### config.mk
export PLATFORM = sky130hd
export DESIGN_NAME = uart_fifo_px
export DESIGN_NICKNAME = d
export VERILOG_FILES = /design/src/rtl/uart_fifo_px.sv
export SDC_FILE = /design/constraint.sdc
export NUM_CORES = 1
export LEC_CHECK = 0
export BUFFER_PORTS_ARGS = -buffer_cell sky130_fd_sc_hd__buf_2
export CAP_MARGIN = 40
export CORE_UTILIZATION = 35
export CTS_CLUSTER_SIZE = 10
export DETAILED_ROUTE_END_ITERATION = 10
export PLACE_DENSITY = 0.47
export REMOVE_ABC_BUFFERS = 1
export SYNTH_ARGS = -nofsm -noshare
export SYNTH_HDL_FRONTEND = slang
export SYNTH_SLANG_ARGS = --single-unit
### constraint.sdc
create_clock -name clk -period 6.7 [get_ports clk]
set_input_delay 1.34 -clock clk [delete_from_list [all_inputs] [get_ports clk]]
set_output_delay 1.34 -clock clk [all_outputs]
set_load 0.01 [all_outputs]
### src/rtl/uart_fifo_px.sv
// Full-duplex UART with 16x-oversampled receiver, configurable frame format
// and independent first-word-fall-through RX and TX FIFOs. In loopback mode
// every good received byte is pushed into the TX FIFO instead of the RX FIFO.

module uart_fifo_px_fifo #(
    parameter int W     = 8,
    parameter int DEPTH = 16
) (
    input  logic                       clk,
    input  logic                       rst,
    input  logic                       push,
    input  logic [W-1:0]               wdata,
    input  logic                       pop,
    output logic [W-1:0]               rdata,
    output logic                       empty,
    output logic                       full,
    output logic [$clog2(DEPTH):0]     count
);
    localparam int AW = $clog2(DEPTH);

    logic [W-1:0]  mem [DEPTH];
    logic [AW-1:0] wr_ptr;
    logic [AW-1:0] rd_ptr;
    logic          do_push;
    logic          do_pop;

    assign empty   = (count == '0);
    assign full    = (count == (AW+1)'(DEPTH));
    // a push on a full FIFO only lands when a pop frees the head slot
    assign do_push = push && (!full || pop);
    assign do_pop  = pop && !empty;
    assign rdata   = mem[rd_ptr];

    // storage array, written on accepted pushes
    always_ff @(posedge clk) begin
        if (do_push) mem[wr_ptr] <= wdata;
    end

    // pointers and occupancy
    always_ff @(posedge clk or posedge rst) begin
        if (rst) begin
            wr_ptr <= '0;
            rd_ptr <= '0;
            count  <= '0;
        end else begin
            if (do_push) wr_ptr <= wr_ptr + 1'b1;
            if (do_pop)  rd_ptr <= rd_ptr + 1'b1;
            case ({do_push, do_pop})
                2'b10:   count <= count + 1'b1;
                2'b01:   count <= count - 1'b1;
                default: count <= count;
            endcase
        end
    end
endmodule

module uart_fifo_px #(
    parameter int CLK_FREQ   = 100_000_000,
    parameter int BAUD       = 9600,
    parameter int DATA_BITS  = 8,
    parameter int PARITY     = 0,
    parameter int STOP_BITS  = 1,
    parameter int FIFO_DEPTH = 16
) (
    input  logic                          clk,
    input  logic                          rst,
    input  logic                          rx,
    output logic                          tx,
    input  logic                          loopback,
    input  logic                          rx_rd,
    output logic [DATA_BITS-1:0]          rx_data,
    output logic                          rx_empty,
    output logic [$clog2(FIFO_DEPTH):0]   rx_count,
    input  logic                          tx_wr,
    input  logic [DATA_BITS-1:0]          tx_wdata,
    output logic                          tx_full,
    output logic [$clog2(FIFO_DEPTH):0]   tx_count,
    output logic                          tx_busy,
    output logic                          rx_done,
    output logic                          frame_err,
    output logic                          parity_err,
    output logic                          overflow
);
    localparam int BAUD_DIV = CLK_FREQ / (BAUD * 16);
    localparam int DIV_W    = (BAUD_DIV > 1) ? $clog2(BAUD_DIV) : 1;

    typedef enum logic [2:0] {R_IDLE, R_START, R_DATA, R_PARITY, R_STOP} rx_state_t;
    typedef enum logic [2:0] {T_IDLE, T_START, T_DATA, T_PARITY, T_STOP} tx_state_t;

    logic [DIV_W-1:0]     div_cnt;
    logic                 tick;
    logic                 rx_meta;
    logic                 rx_sync;

    rx_state_t            rx_state;
    logic [3:0]           rx_ticks;
    logic [2:0]           rx_bits;
    logic [DATA_BITS-1:0] rx_shift;
    logic                 rx_pbit;
    logic                 rx_stop_samp;
    logic                 par_ok;
    logic                 rx_good;

    tx_state_t            tx_state;
    logic [3:0]           tx_ticks;
    logic [2:0]           tx_bits;
    logic [DATA_BITS-1:0] tx_shift;
    logic                 tx_par;
    logic                 tx_pop;

    logic                 rxf_push;
    logic                 rxf_full;
    logic                 txf_push;
    logic [DATA_BITS-1:0] txf_wdata;
    logic [DATA_BITS-1:0] txf_head;
    logic                 txf_empty;

    assign tick = (div_cnt == DIV_W'(BAUD_DIV - 1));

    // free-running oversample divider shared by both directions
    always_ff @(posedge clk or posedge rst) begin
        if (rst)       div_cnt <= '0;
        else if (tick) div_cnt <= '0;
        else           div_cnt <= div_cnt + 1'b1;
    end

    // two-flop synchroniser for the asynchronous serial input
    always_ff @(posedge clk or posedge rst) begin
        if (rst) begin
            rx_meta <= 1'b1;
            rx_sync <= 1'b1;
        end else begin
            rx_meta <= rx;
            rx_sync <= rx_meta;
        end
    end

    // receive FSM: mid-start validation, then one sample per 16 ticks
    always_ff @(posedge clk or posedge rst) begin
        if (rst) begin
            rx_state <= R_IDLE;
            rx_ticks <= '0;
            rx_bits  <= '0;
            rx_shift <= '0;
            rx_pbit  <= 1'b0;
        end else begin
            case (rx_state)
                R_IDLE: begin
                    rx_ticks <= '0;
                    if (!rx_sync) rx_state <= R_START;
                end
                R_START: if (tick) begin
                    if (rx_ticks == 4'd7) begin
                        rx_ticks <= '0;
                        rx_bits  <= '0;
                        rx_state <= rx_sync ? R_IDLE : R_DATA;
                    end else begin
                        rx_ticks <= rx_ticks + 1'b1;
                    end
                end
                R_DATA: if (tick) begin
                    rx_ticks <= rx_ticks + 1'b1;
                    if (rx_ticks == 4'd15) begin
                        rx_shift <= {rx_sync, rx_shift[DATA_BITS-1:1]};
                        if (rx_bits == 3'(DATA_BITS - 1))
                            rx_state <= (PARITY != 0) ? R_PARITY : R_STOP;
                        else
                            rx_bits <= rx_bits + 1'b1;
                    end
                end
                R_PARITY: if (tick) begin
                    rx_ticks <= rx_ticks + 1'b1;
                    if (rx_ticks == 4'd15) begin
                        rx_pbit  <= rx_sync;
                        rx_state <= R_STOP;
                    end
                end
                R_STOP: if (tick) begin
                    rx_ticks <= rx_ticks + 1'b1;
                    if (rx_ticks == 4'd15) rx_state <= R_IDLE;
                end
                default: rx_state <= R_IDLE;
            endcase
        end
    end

    // parity check of the assembled frame
    always_comb begin
        par_ok = 1'b1;
        if (PARITY == 1)      par_ok = ^{rx_shift, rx_pbit};
        else if (PARITY == 2) par_ok = ~^{rx_shift, rx_pbit};
    end

    assign rx_stop_samp = (rx_state == R_STOP) && tick && (rx_ticks == 4'd15);
    assign rx_good      = rx_stop_samp && rx_sync && par_ok;

    assign rxf_push  = rx_good && !loopback;
    assign txf_push  = loopback ? rx_good  : tx_wr;
    assign txf_wdata = loopback ? rx_shift : tx_wdata;

    // status pulses, aligned with the FIFO write of the frame they report
    always_ff @(posedge clk or posedge rst) begin
        if (rst) begin
            rx_done    <= 1'b0;
            frame_err  <= 1'b0;
            parity_err <= 1'b0;
            overflow   <= 1'b0;
        end else begin
            rx_done    <= rx_good;
            frame_err  <= rx_stop_samp && !rx_sync;
            parity_err <= rx_stop_samp && rx_sync && !par_ok;
            overflow   <= (rxf_push && rxf_full && !rx_rd) ||
                          (loopback && rx_good && tx_full && !tx_pop);
        end
    end

    uart_fifo_px_fifo #(.W(DATA_BITS), .DEPTH(FIFO_DEPTH)) u_rx_fifo (
        .clk   (clk),
        .rst   (rst),
        .push  (rxf_push),
        .wdata (rx_shift),
        .pop   (rx_rd),
        .rdata (rx_data),
        .empty (rx_empty),
        .full  (rxf_full),
        .count (rx_count)
    );

    uart_fifo_px_fifo #(.W(DATA_BITS), .DEPTH(FIFO_DEPTH)) u_tx_fifo (
        .clk   (clk),
        .rst   (rst),
        .push  (txf_push),
        .wdata (txf_wdata),
        .pop   (tx_pop),
        .rdata (txf_head),
        .empty (txf_empty),
        .full  (tx_full),
        .count (tx_count)
    );

    assign tx_pop  = (tx_state == T_IDLE) && !txf_empty;
    assign tx_busy = (tx_state != T_IDLE);

    // transmit FSM with registered line output
    always_ff @(posedge clk or posedge rst) begin
        if (rst) begin
            tx_state <= T_IDLE;
            tx_ticks <= '0;
            tx_bits  <= '0;
            tx_shift <= '0;
            tx_par   <= 1'b0;
            tx       <= 1'b1;
        end else begin
            case (tx_state)
                T_IDLE: begin
                    tx <= 1'b1;
                    if (!txf_empty) begin
                        tx_shift <= txf_head;
                        tx_par   <= (PARITY == 1) ? ~^txf_head : ^txf_head;
                        tx_ticks <= '0;
                        tx       <= 1'b0;
                        tx_state <= T_START;
                    end
                end
                T_START: if (tick) begin
                    tx_ticks <= tx_ticks + 1'b1;
                    if (tx_ticks == 4'd15) begin
                        tx_bits  <= '0;
                        tx       <= tx_shift[0];
                        tx_state <= T_DATA;
                    end
                end
                T_DATA: if (tick) begin
                    tx_ticks <= tx_ticks + 1'b1;
                    if (tx_ticks == 4'd15) begin
                        if (tx_bits == 3'(DATA_BITS - 1)) begin
                            tx_bits <= '0;
                            if (PARITY != 0) begin
                                tx       <= tx_par;
                                tx_state <= T_PARITY;
                            end else begin
                                tx       <= 1'b1;
                                tx_state <= T_STOP;
                            end
                        end else begin
                            tx_bits  <= tx_bits + 1'b1;
                            tx_shift <= tx_shift >> 1;
                            tx       <= tx_shift[1];
                        end
                    end
                end
                T_PARITY: if (tick) begin
                    tx_ticks <= tx_ticks + 1'b1;
                    if (tx_ticks == 4'd15) begin
                        tx       <= 1'b1;
                        tx_state <= T_STOP;
                    end
                end
                T_STOP: if (tick) begin
                    tx_ticks <= tx_ticks + 1'b1;
                    if (tx_ticks == 4'd15) begin
                        if (tx_bits == 3'(STOP_BITS - 1)) tx_state <= T_IDLE;
                        else                              tx_bits  <= tx_bits + 1'b1;
                    end
                end
                default: tx_state <= T_IDLE;
            endcase
        end
    end
endmodule

# Word level (Yosys, flattened, before mapping)
# Memories as Yosys holds them, arrays and structs flattened.
# Cells that the tools add are included.
# word_totals
register_bits	78
ramBits	256
inputBits	14
out_inout_bits	26
word_cells	202
memories	2
# classes
n_addsub	13
n_eq_ne	46
mux	69
reduce_logical	51
# mem_list
memory	depth	width	read_ports	rd_clocked_by_memory_dff	write_ports	line_no	rtl
u_rx_fifo.mem	16	8	1	0	1	21	logic [W-1:0] mem [DEPTH];
u_tx_fifo.mem	16	8	1	0	1	21	
# op_table
op	count
3-bit two-way mux	34
2-bit inequality test (second input constant)	24
8-bit two-way mux	5
3-bit one-hot mux with 5 select lines	2
4-bit by 1-bit adder with 4-bit output (second input constant)	6
4-bit two-way mux	5
5-bit one-hot mux with 2 select lines	2
8-bit one-hot mux with 2 select lines	1
1-bit logical AND	15
1-bit two-way mux	13
3-bit by 2-bit == test with 1-bit output (second input constant)	4
3-bit == test (second input constant)	4
4-bit one-hot mux with 3 select lines	1
11-bit AND reduction	1
10-bit by 1-bit adder with 10-bit output (second input constant)	1
5-bit by 1-bit adder with 5-bit output (second input constant)	2
10-bit == test (second input constant)	1
5-bit == test (second input constant)	2
5-bit zero test	2
10-bit two-way mux	1
10-bit AND reduction	1
2-bit nonzero test	5
5-bit by 1-bit subtractor with 5-bit output (second input constant)	2
3-bit zero test	3
other kinds (23)	42

# Longest topological paths before layout
# Gate-level depths: netlist (run 1).
# depth
word_depth	8
mapped_depth	16
ltp_nobuf	15

# Hierarchy
# Synthesis (run 1) repeated with hierarchy kept, for this count alone.
# unflattened
cells_unflattened	923
hier_area_um2	14361.3
# by_module_without_submodules
module	n_inst	cells_each	area_each_um2
uart_fifo_px_fifo (u_rx_fifo)	1	328	5818.1
uart_fifo_px_fifo (u_tx_fifo)	1	316	5730.5
uart_fifo_px	1	279	2812.7

# Least setup slack after synthesis (run 1)
# No wires, ideal clock.
# synth_timing
kind	input port to flip-flop
start	input loopback
end	register u_tx_fifo.count[4]
setup_time_ns	0.080
arrival_ns	3.746
setup_slack_ns	2.874
stages	12
n_path_buf	1
cell_sequence	clkbuf_1 -> inv_1 -> o31ai_4 -> and2_1 -> inv_1 -> ha_1 -> xor2_1 -> ha_1 -> nor4_1 -> o21ai_0 -> a21oi_1 -> xnor2_1
# synth_between
elab_chain_len	4
# synth_lines
element	line_no	rtl
start: declaration	69	input logic loopback,
1-bit two-way mux (*)	198	assign txf_push = loopback ? rx_good : tx_wr;
1-bit logical AND (*)	30	assign do_push = push && (!full || pop);
2-bit by 1-bit == test with 1-bit output or 2-bit == test (tied branches)	48	case ({do_push, do_pop})
5-bit one-hot mux with 2 select lines or 2-bit nonzero test (tied branches)	n/a	
end signal: assignment	49	2'b10: count <= count + 1'b1;
end signal: assignment	50	2'b01: count <= count - 1'b1;
end signal: assignment	51	default: count <= count;
end: declaration	17	output logic [$clog2(DEPTH):0] count
# Mark *: on every way between the ends. The rest lies on a longest branch, timed or not.
# A chain may end at the register's enable or synchronous reset.

# Worst setup path in the final report (run 1)
# layout_timing
start	register u_rx_fifo.rd_ptr[0]
end	output rx_data[0]
# layout_between
elab_chain_len	1
# layout_lines
element	line_no	rtl
start: declaration	23	logic [AW-1:0] rd_ptr;
start signal: assignment	47	if (do_pop) rd_ptr <= rd_ptr + 1'b1;
memory 16 x 8 bit	n/a	
end: declaration	71	output logic [DATA_BITS-1:0] rx_data,
# Every way passes these cells.

==> run metrics, run 1 <==
status=completed; port bufs=38; Fin Clk Skew=0.0129 ns; DIE AREA=41,000 um2; layout cells sized above 1=0.251; sequential fraction of the synthesis area=0.685; Worst Setup SP=u_rx_fifo.rd_ptr[0]; CTS tree=yes; most common cell in the netlist=edfxtp_1; clock power share=0.396; crit path kind=flop to output port; GRT Overall Usage=0.150; flop2flop setup slack=3.04 ns; crit path DAT=3.04 ns; area leader, netlist=edfxtp_1; antenna violations before repair=0; Pleak=6.08 nW; starting DRC count in detailed routing=428; Worst Tran Pin Value=0.821 ns; Slew HR=0.450; Worst Path Required=5.36 ns; crit path to=rx_data[0]; TritonRoute pass-1 iters=4; worst min path class=flop to flop; post-route DRC violation count=0; Async SR Flop Fraction=0.234; Yosys top cell area share=0.546; Pint=3.72 mW; Yosys Warn Count=0; CP delay by family, top=multiplexers; total gr overflow=0; post-DR wirelength/cell=20.0 um; M1 GR Usage=0.204; largest net degree at the start of global routing=48; worst path cell trace=buf_4 > mux4_2 > mux4_2 > buf_2; worst path bufs/invs=2; GRT met3 Usage=0.0323; H-tree lvl count=2; first-pass GRT wire length=46.9 mm; Core ar.=39,700 um2; final setup fails=0; Final Cycle Share=0.654; cell count along the critical path=4; top post-synthesis cells by count=edfxtp_1, dfrtp_1, nor2_1, mux4_2, mux2_2; die width=203 um; Post-synth EDFFs=256; Worst R2R Start=div_cnt[0]; CP most frequent cell=mux4_2; critical path launch point type=flop; Distinct cells, synth=59; Top Ports=40; initial core utilization=0.354; RSZ-0062 raised after global routing=no; CTS clk-pin slew, worst paths=0.05 ns; later-pin clock latency in the skew report=0.55 ns; Comb pwr share=0.108; Avg Vias per Cell=4.98; minimum clock period=4.38 ns; antenna-violating nets left=0; WL final=29.6 mm; post-CTS sizing=0; Finished Layout Cells=1,481; Setup Buffers After CTS=0; Final Hold Fails=0; die height=203 um; clk sink count=334; Final Max Slew Viols=0; FP Rows=73; Mapped Area=14,100 um2; post-synthesis register bit count=334; vias=7,369; Psw=1.24 mW; Main synth FF type=edfxtp_1; Layout Nets=969; Switching Share=0.249; Clock Tree Buf Depth=3; GRT busiest layer=met2; maximum clock rate=228 MHz; Max stage delay on crit path=0.79 ns; worst-path fanout max=20; clk root buf=clkbuf_16; TritonCTS Buffers=40; CP Capture Type=output port; cells after synthesis=861; Post-Syn Area per Cell=16.4 um2; M2 GR Usage=0.244; dominant cells by area after synthesis=edfxtp_1, dfrtp_1, mux4_2, mux2_2, ha_1; Power Density=306 nW/um2; Max Cap Viol=0; Routability Congestion=0.740; hold_sp=rx_meta; Hold Buf Count CTS=0; maximum vdd drop=0.000197 V; Reg2Reg Depth=13; RR Endpoint=u_rx_fifo.count[4]; Layout Area Growth over Synthesis=15.0%; CP max stage cell=dfrtp_2; DPL Wire Length=19.7 mm; Inst Count DP=1,411; vias in the first global route=7,725; Flop pwr share=0.497; Setup TNS=0 ns
==> power by group through the flow <==
| stage | clock network (mW) | logic (mW) | registers [mW] |
|---|---|---|---|
| 6_report | 1.96 | 0.534 | 2.46 |
| 5_1_grt | 2.12 | 0.589 | 2.49 |
| 4_1_cts | 2.03 | 0.548 | 2.47 |
| 3_5_place_dp | 0 | 0.546 | 2.51 |
| 3_3_place_gp | 0 | 0.536 | 2.51 |
| 2_1_floorplan | 0 | 0.328 | 2.52 |
==> per-layer routing <==
layer	part of all wire	up-vias
met5	0	-
met4	0.019	0
met3	0.038	35
met2	0.49	110
met1	0.45	3777
li1	-	3447
==> how the worst min path moves through the flow <==
stage	to	cells after the start	slack (ns)
after CTS	rx_sync	0	0.36
after detailed placement	rx_sync	0	0.35
after global routing	rx_sync	0	0.37
after floorplan	rx_sync	0	0.35
after global placement	rx_sync	0	0.36
final	rx_sync	0	0.36
==> state kept, by name (all words and copies together) (netlist names), 4 cells and up <==
signal            flops
u_rx_fifo.mem       128
u_tx_fifo.mem       128
div_cnt              10
rx_shift              8
tx_shift              8
u_rx_fifo.count       5
u_tx_fifo.count       5
rx_ticks              4
tx_ticks              4
u_rx_fifo.rd_ptr      4
u_rx_fifo.wr_ptr      4
u_tx_fifo.rd_ptr      4
u_tx_fifo.wr_ptr      4
==> kinds of logic (layout without fill, tap and decap cells) <==
group / Yosys count / after routing / synth area share
flip-flops: 334 / 334 / 0.685
XOR/XNOR: 33 / 33 / 0.0205
other: 1 / 2 / 0.000266
AND/OR/NAND/NOR: 206 / 206 / 0.0728
AO/OA/AOI/OAI: 82 / 82 / 0.0380
adder cells (fa/ha/maj): 28 / 28 / 0.0253
multiplexers: 115 / 115 / 0.141
buffers and inverters: 62 / 156 / 0.0179
==> layout make-up <==
class / instances / area (um2)
multi-input combinational: 465 / 4220
timing repair buffer: 69 / 435
clock inverter: 5 / 53.8
antenna: 1 / 2.50
fill: 3640 / 23500
inverter: 18 / 68.8
sequential: 334 / 9650
tap: 525 / 657
clock buffer: 64 / 1120
==> layout by cell type, fill, tap and decap left out, drive strengths merged, types with 5 or more instances in the layout <==
cell    instances
edfxtp        256
dfrtp          75
buf            69
nor2           64
clkbuf         64
mux4           62
mux2           43
nand2          38
nand3          26
ha             26
xnor2          21
inv            19
o21ai          18
a21oi          18
nand2b         14
nor3           14
xor2           12
o22ai          11
nand3b         10
a31oi          10
mux2i          10
and3            9
o221ai          5
and2            5
nand4           5
nor4            5
==> through the flow <==
step	instance area (um2)	setup WS [ns]	power [mW]	util	hold WS, ns
2_1_floorplan	13900	2.78	2.85	-	0.345
3_3_place_gp	14900	2.69	3.05	0.374	0.355
6_report	16200	2.32	4.96	0.408	0.361
4_1_cts	16200	2.18	5.05	0.408	0.362
3_5_place_dp	15000	2.69	3.06	0.378	0.351
5_1_grt	16200	2.11	5.20	0.408	0.371
Note: power is estimated with default switching activity, not from simulation.
==> inputs of run 2 (changes only) <==
Clock period 6.7 ns to 4.3 ns, I/O delays scaled along.
==> run 2 against run 1 <==
Net effect: non-clock buffer count up 5; count of clock-buffer cells in the layout down 1; first-iteration DRC count rose by 9.3%; sequential power grew 56%; total power grew 56%; combinational power rose by 61%; largest cell class unchanged.
==> run metrics, run 2 (synthesis results as in run 1) <==
Hold Slack=0.301 ns (-0.0601 ns); TritonCTS Buffers=40 (unchanged); Worst R2R Start=div_cnt[0]; Setup Buffers After CTS=0 (unchanged); most common cell after layout, fill and taps aside=edfxtp_1; RSZ-0062 raised after global routing=no; clk sink count=334 (unchanged); Avg Vias per Cell=4.96 (-0.27%); Core ar.=39,700 um2 (unchanged); Top Ports=40 (unchanged); Max Cap Viol=0 (unchanged); antenna-violating nets left=0 (unchanged); Cell Area, Placed=15,100 um2 (+0.42%); Routability Congestion=0.740 (about the same); status=completed; FP Rows=73 (unchanged); Tot Pwr=7.76 mW (+56%); final setup fails=0 (unchanged); maximum vdd drop=0.000235 V (+19%); Final Cycle Share=0.852; maximum clock rate=273 MHz; Layout Nets=974 (+0.52%); layout cells sized above 1=0.251 (about the same); crit path DAT=4.10 ns (+1.06 ns); total gr overflow=0 (unchanged); Setup WS post-layout=0.638 ns (-1.68 ns); CTS clk-pin slew, worst paths=0.06 ns (about the same); Clock Tree Buf Depth=3 (unchanged); crit path kind=flop to flop; vias=7,364 (-0.068%); final core occ=0.409 (+0.00142); H-tree lvl count=2 (unchanged); later-pin clock latency in the skew report=0.55 ns (about the same); Place WS=0.629 ns (-2.06 ns); CP Capture Type=flop; Worst Path Required=4.74 ns (-0.62 ns); Final Hold Fails=0 (unchanged); RR Endpoint=u_rx_fifo.count[4]; port bufs=38 (unchanged); vias in the first global route=7,710 (-0.19%); CP max stage cell=or3_1; CP delay by family, top=simple AND/OR/NAND/NOR gates; Finished Cell Area=16,300 um2 (+0.35%); DIE AREA=41,000 um2 (unchanged); first-pass GRT wire length=46.4 mm (-1.1%); largest net degree at the start of global routing=36 (-25%); flop2flop setup slack=0.64 ns (-2.40 ns); TritonRoute pass-1 iters=4 (unchanged); Slew HR=0.433 (-0.0170); die width=203 um (unchanged); worst path cell trace=inv_1 > ha_1 > nand4b_1 > or3_1 > nor4_4 > inv_1 > ha_1 > fa_1 > a21o_1 > a21oi_1 > xor2_1 > nor2_1 > xor2_1; Power Density=477 nW/um2 (+56%); Reg2Reg Depth=13 (unchanged); Inserted Diodes=0 (-1); CTS tree=yes; Final Max Slew Viols=0 (unchanged); top flop regs=u_rx_fifo.mem x128, u_tx_fifo.mem x128, div_cnt x10; Pleak=6.10 nW (+0.32%); filler cell count=3,661 (+0.58%); clk root buf=clkbuf_16; Worst Tran Pin Value=0.847 ns (+0.0254 ns); initial core utilization=0.354 (unchanged); WL final=29.4 mm (-0.45%); worst path bufs/invs=2 (unchanged); starting DRC count in detailed routing=468 (+9.3%); Setup TNS=0 ns (unchanged); Finished Layout Cells=1,484 (+0.20%); post-DR wirelength/cell=19.8 um (-0.65%); worst min path class=primary input to async pin; die height=203 um (unchanged); antenna violations before repair=0 (unchanged); critical path launch point type=flop; post-route DRC violation count=0 (unchanged); post-CTS sizing=0 (unchanged); worst-path fanout max=9 (-55%); most frequent cells in the layout=edfxtp_1, dfrtp_1, nor2_1; Layout Area Growth over Synthesis=15.4%; Inst Count DP=1,416 (+0.35%); minimum clock period=3.66 ns; Hold Buf Count CTS=0 (unchanged); DPL Wire Length=19.7 mm (+0.36%); Max stage delay on crit path=0.58 ns (-0.21 ns); Fin Clk Skew=0.0202 ns (+0.00726 ns); GRT Overall Usage=0.149 (-0.00133)
run 2: power by group:
part / switching [mW] / leakage (nW) / internal [mW] / total, mW
clock network: 1.28 / 0.565 / 1.78 / 3.07
logic: 0.453 / 1.90 / 0.409 / 0.862
registers: 0.213 / 3.63 / 3.61 / 3.83
run 2: metal layers:
metal / part of all wire / global-route usage
met3: 0.034 / 0.0266
met1: 0.45 / 0.194
met4: 0.024 / 0.0564
met2: 0.50 / 0.249
met5: 0 / 0
run 2: cell type report:
type	instances	area, um2	share of cell area
timing repair buffer	74	518	0.0319
tap	525	657	0.0404
clock inverter	5	53.8	0.00331
inverter	18	68.8	0.00423
clock buffer	63	1120	0.0687
sequential	334	9650	0.593
multi-input combinational	465	4200	0.258
run 2: worst max-delay path by stage:
stage | endpoint | startpoint | depth (start not counted) | slack (ns)
final | u_rx_fifo.count[4] | div_cnt[0] | 13 | 0.64
after detailed placement | u_rx_fifo.count[4] | div_cnt[0] | 13 | 0.63
after global routing | u_rx_fifo.count[4] | div_cnt[0] | 13 | 0.38
after CTS | rx_data[4] | u_rx_fifo.rd_ptr[0] | 4 | 0.59
after floorplan | rx_data[0] | u_rx_fifo.rd_ptr[0] | 2 | 0.86
after global placement | u_rx_fifo.count[4] | div_cnt[0] | 13 | 0.69
==> inputs of run 3 (changes only) <==
Settings changed: ABC_AREA set to 1.
==> run 3 against run 2 <==
Net effect: combinational power grew 73%; wire length is 22% higher; via count grew 31%; synthesized cell count is 57% higher; maximum frequency grew 7.8%; hold slack improved by 0.053 ns; utilization is 0.49 points lower.
==> run metrics, run 3 <==
sequential fraction of the synthesis area=0.651 (-0.0338); TritonCTS Buffers=41 (+2.5%); Hold Buf Count CTS=0 (unchanged); Worst R2R Start=div_cnt[0]; TritonRoute pass-1 iters=4 (unchanged); worst min path class=flop to flop; FP Rows=75 (+2.7%); total gr overflow=0 (unchanged); Max Cap Viol=0 (unchanged); Simple-Gate Fraction of Synth Area=0.150 (+0.0771); status=completed; post-synthesis mux area share=0.0216 (-0.119); RSZ-0062 raised after global routing=no; largest net degree at the start of global routing=61 (+69%); Worst Setup SP=div_cnt[0]; Setup Buffers After CTS=0 (unchanged); flop2flop setup slack=0.90 ns (+0.26 ns); Post-Syn Area per Cell=11.0 um2 (-33%); Reg2Reg Depth=20 (+7); critical path launch point type=flop; most common cell in the netlist=edfxtp_1; crit path kind=flop to flop; Slew HR=0.451 (+0.0180); Worst Tran Pin Value=0.820 ns (-0.0269 ns); Worst Path Required=4.76 ns (+0.02 ns); maximum vdd drop=0.000352 V (+50%); vias=9,647 (+31%); top post-synthesis cells by count=edfxtp_1, nand2_1, nor2_1, o21ai_0, inv_1; hold_sp=rx_meta; later-pin clock latency in the skew report=0.55 ns (about the same); Mapped Area=14,800 um2 (+5.2%); Power Density=498 nW/um2 (+4.3%); Finished Layout Cells=1,977 (+33%); post-CTS sizing=0 (unchanged); Routability Congestion=0.742 (+0.39%); RR Endpoint=u_tx_fifo.count[4]; Switching Share=0.291 (+0.0393); port bufs=38 (unchanged); Inserted Diodes=0 (unchanged); Setup TNS=0 ns (unchanged); filler cell count=4,057 (+11%); vias in the first global route=9,578 (+24%); WL final=35.9 mm (+22%); Setup WS post-layout=0.902 ns (+0.264 ns); Flop pwr share=0.454 (-0.039); Core ar.=41,900 um2 (+5.3%); H-tree lvl count=2 (unchanged); Final Hold Fails=0 (unchanged); largest family of logic cells by synthesized area=simple AND/OR/NAND/NOR gates; CTS clk-pin slew, worst paths=0.06 ns (about the same); Async SR Flop Fraction=0.234 (unchanged); Layout Area Growth over Synthesis=14.2%; DPL Wire Length=23.0 mm (+16%); Pleak=6.78 nW (+11%); top flop regs=u_rx_fifo.mem x128, u_tx_fifo.mem x128, div_cnt x10; clk root buf=clkbuf_16; post-DR wirelength/cell=18.2 um (-8.4%); minimum clock period=3.40 ns (-0.264 ns); Inst Count DP=1,906 (+35%); Yosys top cell area share=0.519 (-0.0270); most frequent cells in the layout=edfxtp_1, nand2_1, nor2_1; post-synthesis register bit count=334 (unchanged); CTS tree=yes; cells after synthesis=1,349 (+57%); first-pass GRT wire length=56.7 mm (+22%); Pint=5.97 mW (+2.8%); initial core utilization=0.354 (-0.000474); starting DRC count in detailed routing=512 (+9.4%); Yosys Warn Count=0 (unchanged); clk sink count=334 (unchanged); CP Capture Type=flop; Clock Tree Buf Depth=3 (unchanged); DIE AREA=43,200 um2 (+5.1%); clock power share=0.368 (-0.028); dominant cells by area after synthesis=edfxtp_1, dfrtp_1, nand2_1, o21ai_0, nor2_1; worst-path fanout max=21 (+12); GRT Overall Usage=0.169 (+0.0204); Distinct cells, synth=45 (-24%); post-route DRC violation count=0 (unchanged); Synth Area in Adders=0.0233 (-0.00201); die height=208 um (+2.5%); antenna-violating nets left=0 (unchanged); crit path to=u_tx_fifo.count[4]; maximum clock rate=294 MHz (+7.8%); Layout Nets=1,451 (+49%); Comb pwr share=0.177 (+0.066); Synth Area in Compound Gates=0.0927 (+0.0547); Post-synth EDFFs=256 (unchanged); worst hold path depth=0; Synth Area in XOR/XNOR=0.0118 (-0.00870); Main synth FF type=edfxtp_1; area leader, netlist=edfxtp_1; Fin Clk Skew=0.0271 ns (+0.00691 ns); Avg Vias per Cell=4.88 (-1.7%); Final Cycle Share=0.790 (-0.0614); Place WS=0.891 ns (+0.262 ns); most common cell after layout, fill and taps aside=edfxtp_1; antenna violations before repair=0 (unchanged); layout cells sized above 1=0.113 (-0.138); final setup fails=0 (unchanged); Top Ports=40 (unchanged); Final Max Slew Viols=0 (unchanged); crit path DAT=3.86 ns (-0.24 ns); die width=208 um (+2.5%); Psw=2.45 mW (+25%)
[run 3: cell types whose count changed after synthesis, moves of 22 or more]
cell	change
mux2_2	-43
nor2_1	+91
mux2i_1	+22
a21oi_1	+39
o21ai_0	+116
inv_1	+97
nand3_1	+58
mux4_2	-62
nand2_1	+166
o211ai_1	+46
[run 3: critical path: stages (launching register included)]
cell and delay (ns):
dfrtp_1 0.41, inv_1 0.09, ha_1 0.15, nand3_1 0.14
inv_1 0.13, nand3_4 0.14, nor2_4 0.15, nand4_1 0.13
nand2_2 0.17, nand2_2 0.31, ha_1 0.40, nand2_1 0.09
inv_1 0.05, nor2_1 0.12, ha_1 0.16, a21o_1 0.11
nand2_1 0.07, o21ai_0 0.20, xor2_1 0.16, nand2_1 0.05
o21ai_0 0.07
[run 3: area by class of cell]
cell class	instances	area (um2)	share of cell area
Sequential cell	334	9650	0.570
Multi-Input combinational cell	834	4440	0.263
Inverter	123	463	0.0274
Tap cell	539	674	0.0399
Clock buffer	64	1130	0.0669
Timing Repair Buffer	76	493	0.0291
Clock inverter	7	61.3	0.00362
[run 3: logic make-up after synthesis]
family | count (synthesis)
other | 1
AOI/OAI and AO/OA | 246
buffers and inverters | 181
and+or+nand+nor | 508
muxes | 32
DFF | 334
adders and majority gates | 27
xor gates and xnor gates | 20
[run 3: layer usage]
layer  vias up  track usage  wire [um]  share of wire
li1       4789            -          -              -
met1      4655        0.224      16600           0.46
met2       152        0.288      17400           0.49
met3        51       0.0268       1300          0.036
met4         0       0.0462        601          0.017
met5         -            0          0              0
[run 3: power by group through the flow]
stage / Sequential [mW] / Combinational [mW] / Clock [mW]
after floorplan: 3.93 / 0.878 / 0
after global placement: 3.88 / 1.51 / 0
after detailed placement: 3.89 / 1.53 / 0
after CTS: 3.82 / 1.53 / 3.20
after global routing: 3.85 / 1.69 / 3.32
final: 3.82 / 1.49 / 3.10
[run 3: through the flow]
step           power (mW)  area, um2  hold slack [ns]  utilization
2_1_floorplan        4.81      14500            0.345            -
3_3_place_gp         5.39      15700            0.348        0.374
3_5_place_dp         5.42      15700            0.348        0.376
4_1_cts              8.56      16900            0.356        0.404
5_1_grt              8.86      16900            0.357        0.404
6_report             8.42      16900            0.354        0.404
[run 3: worst min path at each step]
| stage | to | slack (ns) |
|---|---|---|
| final | rx_sync | 0.35 |
| after global routing | rx_sync | 0.36 |
| after CTS | rx_sync | 0.36 |
| after detailed placement | rx_sync | 0.35 |
| after global placement | rx_sync | 0.35 |
| after floorplan | rx_sync | 0.35 |
